## config.mk

```make
export PLATFORM = sky130hd
export DESIGN_NAME = alu_seq_ctrl
export DESIGN_NICKNAME = d
export VERILOG_FILES = /design/src/rtl/alu_seq_ctrl.sv
export SDC_FILE = /design/constraint.sdc
export NUM_CORES = 1
export LEC_CHECK = 0
export CAP_MARGIN = 20
export CORE_MARGIN = 2
export CORE_UTILIZATION = 41
export CTS_CLUSTER_DIAMETER = 60
export DETAILED_ROUTE_END_ITERATION = 10
export GPL_TIMING_DRIVEN = 0
export PLACE_DENSITY_LB_ADDON = 0.25
export REMOVE_ABC_BUFFERS = 1
export SLEW_MARGIN = 20
export SYNTH_ARGS = -nofsm -noshare
export SYNTH_HDL_FRONTEND = slang
export SYNTH_SLANG_ARGS = --single-unit
export TNS_END_PERCENT = 20
```

## constraint.sdc

```tcl
create_clock -name clk -period 2.22 [get_ports clk]
set_input_delay 0.444 -clock clk [delete_from_list [all_inputs] [get_ports clk]]
set_output_delay 0.444 -clock clk [all_outputs]
set_load 0.005 [all_outputs]
```

## src/rtl/alu_seq_ctrl.sv

```systemverilog
// Multicycle control FSM for a shared-ALU MIPS-subset datapath.
// Sequences ALU operand muxes, function code, PC/IR/memory/register-file strobes.
module alu_seq_ctrl #(
   parameter int MEM_WAIT = 1
) (
   input  logic       clk,
   input  logic       reset,
   input  logic [5:0] opcode,
   input  logic [5:0] funct,
   input  logic       zero,
   output logic       AluSrcA,
   output logic [1:0] AluSrcB,
   output logic [2:0] AluOp,
   output logic       pc_load,
   output logic [1:0] PCSource,
   output logic       IorD,
   output logic       MemWrite,
   output logic       IRWrite,
   output logic       RegWrite,
   output logic       RegDst,
   output logic       MemToReg,
   output logic       trap,
   output logic [3:0] state_out
);

   localparam logic [3:0] S_RESET  = 4'd0;
   localparam logic [3:0] S_FETCH  = 4'd1;
   localparam logic [3:0] S_DECODE = 4'd2;
   localparam logic [3:0] S_EXEC_R = 4'd3;
   localparam logic [3:0] S_WB_R   = 4'd4;
   localparam logic [3:0] S_EXEC_I = 4'd5;
   localparam logic [3:0] S_WB_I   = 4'd6;
   localparam logic [3:0] S_ADDR   = 4'd7;
   localparam logic [3:0] S_MEM_RD = 4'd8;
   localparam logic [3:0] S_MEM_WB = 4'd9;
   localparam logic [3:0] S_MEM_WR = 4'd10;
   localparam logic [3:0] S_BRANCH = 4'd11;
   localparam logic [3:0] S_JUMP   = 4'd12;
   localparam logic [3:0] S_TRAP   = 4'd13;

   localparam logic [2:0] ALU_NONE = 3'b000;
   localparam logic [2:0] ALU_ADD  = 3'b001;
   localparam logic [2:0] ALU_SUB  = 3'b010;
   localparam logic [2:0] ALU_AND  = 3'b011;
   localparam logic [2:0] ALU_OR   = 3'b100;
   localparam logic [2:0] ALU_SLT  = 3'b101;

   localparam logic [3:0] LP_WAIT = 4'(MEM_WAIT);

   logic [3:0] r_state;
   logic [3:0] r_cnt;
   logic [3:0] w_next;
   logic       w_wait_done;
   logic       w_waiting;
   logic       w_funct_ok;
   logic       w_pc_write;
   logic       w_pc_cond;

   // R-type funct decode; unsupported functs map to ALU_NONE and trap in DECODE
   function automatic logic [2:0] f_alu_fn(input logic [5:0] f);
      case (f)
         6'h20:   return ALU_ADD;
         6'h22:   return ALU_SUB;
         6'h24:   return ALU_AND;
         6'h25:   return ALU_OR;
         6'h2A:   return ALU_SLT;
         default: return ALU_NONE;
      endcase
   endfunction

   assign w_wait_done = (r_cnt == LP_WAIT);
   assign w_waiting   = (r_state == S_FETCH) || (r_state == S_MEM_RD) || (r_state == S_MEM_WR);
   assign w_funct_ok  = (f_alu_fn(funct) != ALU_NONE);
   assign pc_load     = w_pc_write | (w_pc_cond & zero);
   assign state_out   = r_state;

   // Counter restarts from zero whenever the state changes
   always_ff @(posedge clk) begin
      if (reset) begin
         r_state <= S_RESET;
         r_cnt   <= 4'd0;
      end else begin
         r_state <= w_next;
         r_cnt   <= (w_next == r_state && w_waiting) ? r_cnt + 4'd1 : 4'd0;
      end
   end

   always_comb begin
      w_next = S_RESET;
      case (r_state)
         S_RESET:  w_next = S_FETCH;
         S_FETCH:  w_next = w_wait_done ? S_DECODE : S_FETCH;
         S_DECODE: begin
            case (opcode)
               6'h00:        w_next = w_funct_ok ? S_EXEC_R : S_TRAP;
               6'h08:        w_next = S_EXEC_I;
               6'h23, 6'h2B: w_next = S_ADDR;
               6'h04:        w_next = S_BRANCH;
               6'h02:        w_next = S_JUMP;
               default:      w_next = S_TRAP;
            endcase
         end
         S_EXEC_R: w_next = S_WB_R;
         S_WB_R:   w_next = S_FETCH;
         S_EXEC_I: w_next = S_WB_I;
         S_WB_I:   w_next = S_FETCH;
         S_ADDR:   w_next = (opcode == 6'h2B) ? S_MEM_WR :
                            (opcode == 6'h23) ? S_MEM_RD : S_TRAP;
         S_MEM_RD: w_next = w_wait_done ? S_MEM_WB : S_MEM_RD;
         S_MEM_WB: w_next = S_FETCH;
         S_MEM_WR: w_next = w_wait_done ? S_FETCH : S_MEM_WR;
         S_BRANCH: w_next = S_FETCH;
         S_JUMP:   w_next = S_FETCH;
         S_TRAP:   w_next = S_TRAP;
         default:  w_next = S_RESET;
      endcase
   end

   always_comb begin
      AluSrcA    = 1'b0;
      AluSrcB    = 2'b00;
      AluOp      = ALU_NONE;
      PCSource   = 2'b00;
      IorD       = 1'b0;
      MemWrite   = 1'b0;
      IRWrite    = 1'b0;
      RegWrite   = 1'b0;
      RegDst     = 1'b0;
      MemToReg   = 1'b0;
      trap       = 1'b0;
      w_pc_write = 1'b0;
      w_pc_cond  = 1'b0;
      case (r_state)
         S_FETCH: begin
            AluSrcB = 2'b01;
            AluOp   = ALU_ADD;
            if (w_wait_done) begin
               IRWrite    = 1'b1;
               w_pc_write = 1'b1;
            end
         end
         S_DECODE: begin
            AluSrcB = 2'b11;
            AluOp   = ALU_ADD;
         end
         S_EXEC_R: begin
            AluSrcA = 1'b1;
            AluOp   = f_alu_fn(funct);
         end
         S_WB_R: begin
            RegWrite = 1'b1;
            RegDst   = 1'b1;
         end
         S_EXEC_I, S_ADDR: begin
            AluSrcA = 1'b1;
            AluSrcB = 2'b10;
            AluOp   = ALU_ADD;
         end
         S_WB_I:   RegWrite = 1'b1;
         S_MEM_RD: IorD = 1'b1;
         S_MEM_WB: begin
            RegWrite = 1'b1;
            MemToReg = 1'b1;
         end
         S_MEM_WR: begin
            IorD     = 1'b1;
            MemWrite = 1'b1;
         end
         S_BRANCH: begin
            AluSrcA   = 1'b1;
            AluOp     = ALU_SUB;
            w_pc_cond = 1'b1;
            PCSource  = 2'b01;
         end
         S_JUMP: begin
            w_pc_write = 1'b1;
            PCSource   = 2'b10;
         end
         S_TRAP:  trap = 1'b1;
         default: ;
      endcase
   end

endmodule
```

# --- After elaboration in Yosys (flattened, before gate mapping) ---
# Cells that the tools add are included.
word_totals:
  ff_bits: 8
  input_bits: 15
classes:
  n_addsub: 1
  eq_ne: 25
  n_mux: 23
  bitwise_logic: 3
  reduce_logical: 14
op_table:
  columns: ["op", "n"]
  rows:
  - ["equality test 6 bit (second input constant)", 7]
  - ["case mux 4 bit (9 select lines)", 1]
  - ["equality test 4 bit (second input constant)", 6]
  - ["case mux 4 bit (5 select lines)", 1]
  - ["equality test 4 x 3 -> 1 bit (second input constant)", 4]
  - ["case mux 3 bit (5 select lines)", 1]
  - ["2-to-1 mux 1 bit", 11]
  - ["case mux 3 bit (3 select lines)", 1]
  - ["equality test 4 x 1 -> 1 bit (second input constant)", 2]
  - ["equality test 4 x 2 -> 1 bit (second input constant)", 2]
  - ["2-to-1 mux 4 bit", 2]
  - ["OR reduction 2 bit", 4]
  - ["OR reduction 4 bit", 2]
  - ["equality test 6 x 2 -> 1 bit (second input constant)", 1]
  - ["equality test 6 x 3 -> 1 bit (second input constant)", 1]
  - ["equality test 6 x 4 -> 1 bit (second input constant)", 1]
  - ["zero test 6 bit", 1]
  - ["2-to-1 mux 3 bit", 2]
  - ["case mux 2 bit (3 select lines)", 1]
  - ["OR reduction 6 bit", 1]
  - ["adder 4 x 1 -> 4 bit (second input constant)", 1]
  - ["equality test 4 bit", 1]
  - ["zero test 4 bit", 1]
  - ["case mux 2 bit (2 select lines)", 1]
  - ["9 further kinds", 10]

# --- Logic depth before layout (Yosys ltp) ---
# Gate-level depths: netlist (run 1).
logic_depth:
  word_depth: 10
  mapped_depth: 7
  ltp_nobuf: 7

# --- Least setup slack after synthesis (run 1) ---
# Ideal clock, no wire load.
synth_path:
  path_type: "register to register"
  startpoint: "register r_cnt[0]"
  endpoint: "register r_cnt[0]"
  setup_ps: 86
  arrival_time_ps: 1927
  required_ps: 2134
  path_slack_ps: 208
  path_stages_with_launch: 7
  n_path_buf: 0
  synth_period_minus_slack_ps: 2012
  cell_sequence: "dfxtp_1 ha_1 or3b_4 and3_1 a311o_1 or3_4 a211oi_1"
synth_between:
  elab_chain_cells: 7
  elab_cells_between_ends: 10
synth_lines:
  columns: ["item", "line", "rtl"]
  rows:
  - ["start, declared", "51", "logic [3:0] r_cnt;"]
  - ["start signal, assigned", "84", "r_cnt <= (w_next == r_state && w_waiting) ? r_cnt + 4'd1 : 4'd0;"]
  - ["equality test 4 x 1 -> 1 bit", "71", "assign w_wait_done = (r_cnt == LP_WAIT);"]
  - ["2-to-1 mux 4 bit, or another cell as far along", "111", "S_MEM_WR: w_next = w_wait_done ? S_FETCH : S_MEM_WR;"]
  - ["case mux 4 bit (9 select lines)", "90", "case (r_state)"]
  - ["equality test 4 bit", "84", null]
  - ["logical AND 1 bit", "84", null]
  - ["inverter 1 bit (no source line)", null, null]
  - ["OR reduction 2 bit (no source line)", null, null]
# Several ways; a longest one is shown, not always the timed one.
# A chain may end at the register's enable or synchronous reset.

# --- Worst setup path in the final report (run 1) ---
layout_path:
  startpoint: "input funct[0]"
  endpoint: "output AluOp[1]"
layout_between:
  elab_chain_cells: 3
  elab_cells_between_ends: 7
layout_lines:
  columns: ["item", "line", "rtl"]
  rows:
  - ["start, declared", "9", "input logic [5:0] funct,"]
  - ["equality test 6 bit", "61", "case (f)"]
  - ["case mux 3 bit (5 select lines) *", "61", null]
  - ["case mux 3 bit (3 select lines) *", "133", "case (r_state)"]
  - ["end, declared", "13", "output logic [2:0] AluOp,"]
# Every way passes the cells marked *; elsewhere a longest branch is shown, timed or not.

==> results.ini, run 1 <==
[sta]
setup_viol = 1
min_period_ns = 2.32
rsz0062_at_grt = yes
maxSlewViolCount = 0
hold_viol_final = 0
worst_slack_ns = -0.101
period_share_pct = 105
max_freq_mhz = 431
timing.slew.headroom_pct = 67.7
fin_hold_ws_ns = 0.431
clock_skew_ns = 0.00968
worstMarginPinSlew_ns = 0.472

[detailed_routing]
drc = 0
dr.pass1.iters = 4
routedWlPerCell_um = 13.1
num_vias = 984
wl_mm = 2.27
drt_iter0_drc = 23
ant_nets = 0
viasPerCell = 5.69

[critical_path]
r2r_start = r_cnt[0]
crit_required_ns = 1.78
cp_cell_sequence = clkdlybuf4s50_1, nor4_1, o21a_1, clkdlybuf4s50_1
worst_setup_path_end_kind = primary output
start_kind = input pin
crit_arrival_ns = 1.88
crit_top_cell = clkdlybuf4s50_1
crit_type = input pin to primary output
cp_max_fo = 5
crit_path_start = funct[0]
max_stage_delay_ns = 0.49
critPathSlowestCell = clkdlybuf4s50_1

[logic_synthesis]
synth_area_leaders = dfxtp_1 20%, nor2_1 9.5%, a21oi_1 5.7%
synth.most_common_cell = nor2_1
synth_edf_count = 0
synth_cells = 116
netlist.area_leader.share_pct = 20.3
synthArstFlopShare_pct = 0
yosysUniqueCellTypes = 40
ys_seq_area_share_pct = 20.3
yosysWarnings = 0
synth_flop_cell = dfxtp_1
synthTopCellsByCount = 20 x nor2_1, 9 x a21oi_1, 8 x dfxtp_1, 8 x nand2_1
netlist_area_um2 = 791
syn_avg_cell_area_um2 = 6.82
ys_ff_latch = 8
synth_top_cell_by_area = dfxtp_1

[floorplanning]
top_level_ports = 35
die_x_um = 47.9
die_area_um2 = 2300
rows = 15
core_um2 = 1760
start_util_pct = 44.8
die_h_um = 47.9

[cts]
tritoncts = yes
cts_buffer_depth = 2
clock_latency_ns = 0.26
h-tree-depth = 1
cts.sinks = 8
cts-buffers-inserted = 3
clk_pin_slew_ns = 0.05
cts_root_buf = clkbuf_4

[pwr]
p_int_uw = 282
ir_drop_mv = 0.327
share_comb_of_total_power_pct = 33.2
pwr-share-seq_pct = 39.7
switchingPower_uw = 132
netSwitchingFraction_pct = 31.9
powerDensity_nw_per_um2 = 342
clock_power_share_pct = 27.1
p_leak_nw = 0.456

[global_routing]
grt_pass1_wl_mm = 3.59
track_usage_pct = 21.2
grt_overflow = 0
antenna_found_initial = 0
grt_max_degree = 22
grt_pass1_vias = 819

[hold_path]
hold_path.class = flop to flop
min_from = r_cnt[0]

[final_layout]
final_area_um2 = 1210
layout-drive-gt1-share_pct = 12.8
antenna_cells = 0
area_growth_pct = 53.2
n_fill_cell = 175
regArea_um2 = 179
nets = 167
multi_input_area_um2 = 624

[run]
cap_violations = 0

[outcome]
violations = negative setup slack
status = finished, violations left

[placed_design]
portBuffers = 34
place_congestion = 0.824
place_area_um2 = 1140
dpl.hpwl_mm = 1.73

[stage by stage]
step	power [mW]	TNS [ns]	worst slack, ns	utilization [%]	cells
floorplan	0.228	0	0.208	-	110
global placement	0.296	-1.41	-0.238	64.5	169
detailed placement	0.299	-1.42	-0.292	64.5	169
CTS	0.409	-0.310	-0.202	66.9	172
global route	0.442	-0.378	-0.205	68.7	173
finish	0.414	-0.101	-0.101	68.7	173
[timing repair]
item	4_1_cts	5_1_grt
buffers inserted	0	1
gates resized for setup	15	11
hold buffers	0	0
setup endpoints to repair	17	9
pin swaps	1	1
[state kept, by name, indices dropped and copies added (netlist names)]
register / flops
r_cnt: 4
state_out: 4
[cell type report]
type / instances / area share (%)
inverters: 3 / 0.930
multi-input cells: 99 / 51.5
flip-flops and latches: 8 / 14.8
repair buffers: 35 / 28.3
well taps: 25 / 2.58
clock buffers: 3 / 1.86
[kinds of logic (layout without fill, tap and decap cells)]
| kind of cell | Yosys count | count (layout) | share of synthesized area, % |
|---|---|---|---|
| AOI/OAI and AO/OA | 32 | 32 | 27.4 |
| xor gates and xnor gates | 4 | 4 | 4.43 |
| adders and majority gates | 2 | 2 | 3.16 |
| buffers and inverters | 9 | 41 | 4.43 |
| DFF | 8 | 8 | 20.3 |
| muxes | 2 | 2 | 2.53 |
| and+or+nand+nor | 59 | 59 | 37.8 |
[cells in the final DEF, fill, tap and decap left out, types with 4 or more instances in the layout]
cell type        count
nor2_1              20
clkdlybuf4s50_1     27
nand3_1              4
a21oi_1              9
nand2_1              8
dlygate4sd2_1        4
nor3_1               5
dfxtp_4              5
nand2b_1             5
[worst paths after layout]
path | endpoint | slack, ns | depth (start not counted)
hold reg to reg | r_cnt[0] | 0.43 | 1
setup / recovery | AluOp[1] | -0.10 | 4
hold / removal | r_cnt[0] | 0.43 | 1
setup reg to reg | r_cnt[0] | 0.02 | 7
[critical path, delay by kind of cell]
family | cells | cell delay [ns]
simple gates | 1 | 0.31
buf+inv | 2 | 0.97
compound gates | 1 | 0.15
[power by group through the flow]
stage,clock network (mW),logic [mW],registers (mW)
3_3_place_gp,0,0.128,0.168
6_report,0.112,0.138,0.164
2_1_floorplan,0,0.0637,0.165
3_5_place_dp,0,0.130,0.169
4_1_cts,0.112,0.131,0.165
5_1_grt,0.125,0.150,0.166
[layer usage]
layer / up-vias / part of all wire [%] / global-route usage (%)
met4: 0 / 1.2 / 0
met2: 38 / 45 / 34.1
li1: 493 / - / -
met1: 449 / 46 / 30.2
met3: 4 / 7.5 / 5.66
met5: - / 0 / 0
Power figures use the tool's default switching activity.
==> run 2, diff against run 1 <==
--- a/config.mk
+++ b/config.mk
@@ -13,7 +13,6 @@
 export GPL_TIMING_DRIVEN = 0
 export PLACE_DENSITY_LB_ADDON = 0.25
 export REMOVE_ABC_BUFFERS = 1
-export SLEW_MARGIN = 20
 export SYNTH_ARGS = -nofsm -noshare
 export SYNTH_HDL_FRONTEND = slang
 export SYNTH_SLANG_ARGS = --single-unit
==> results of run 2 <==
No change in the layout: final DEF, timing and power equal those of run 1.
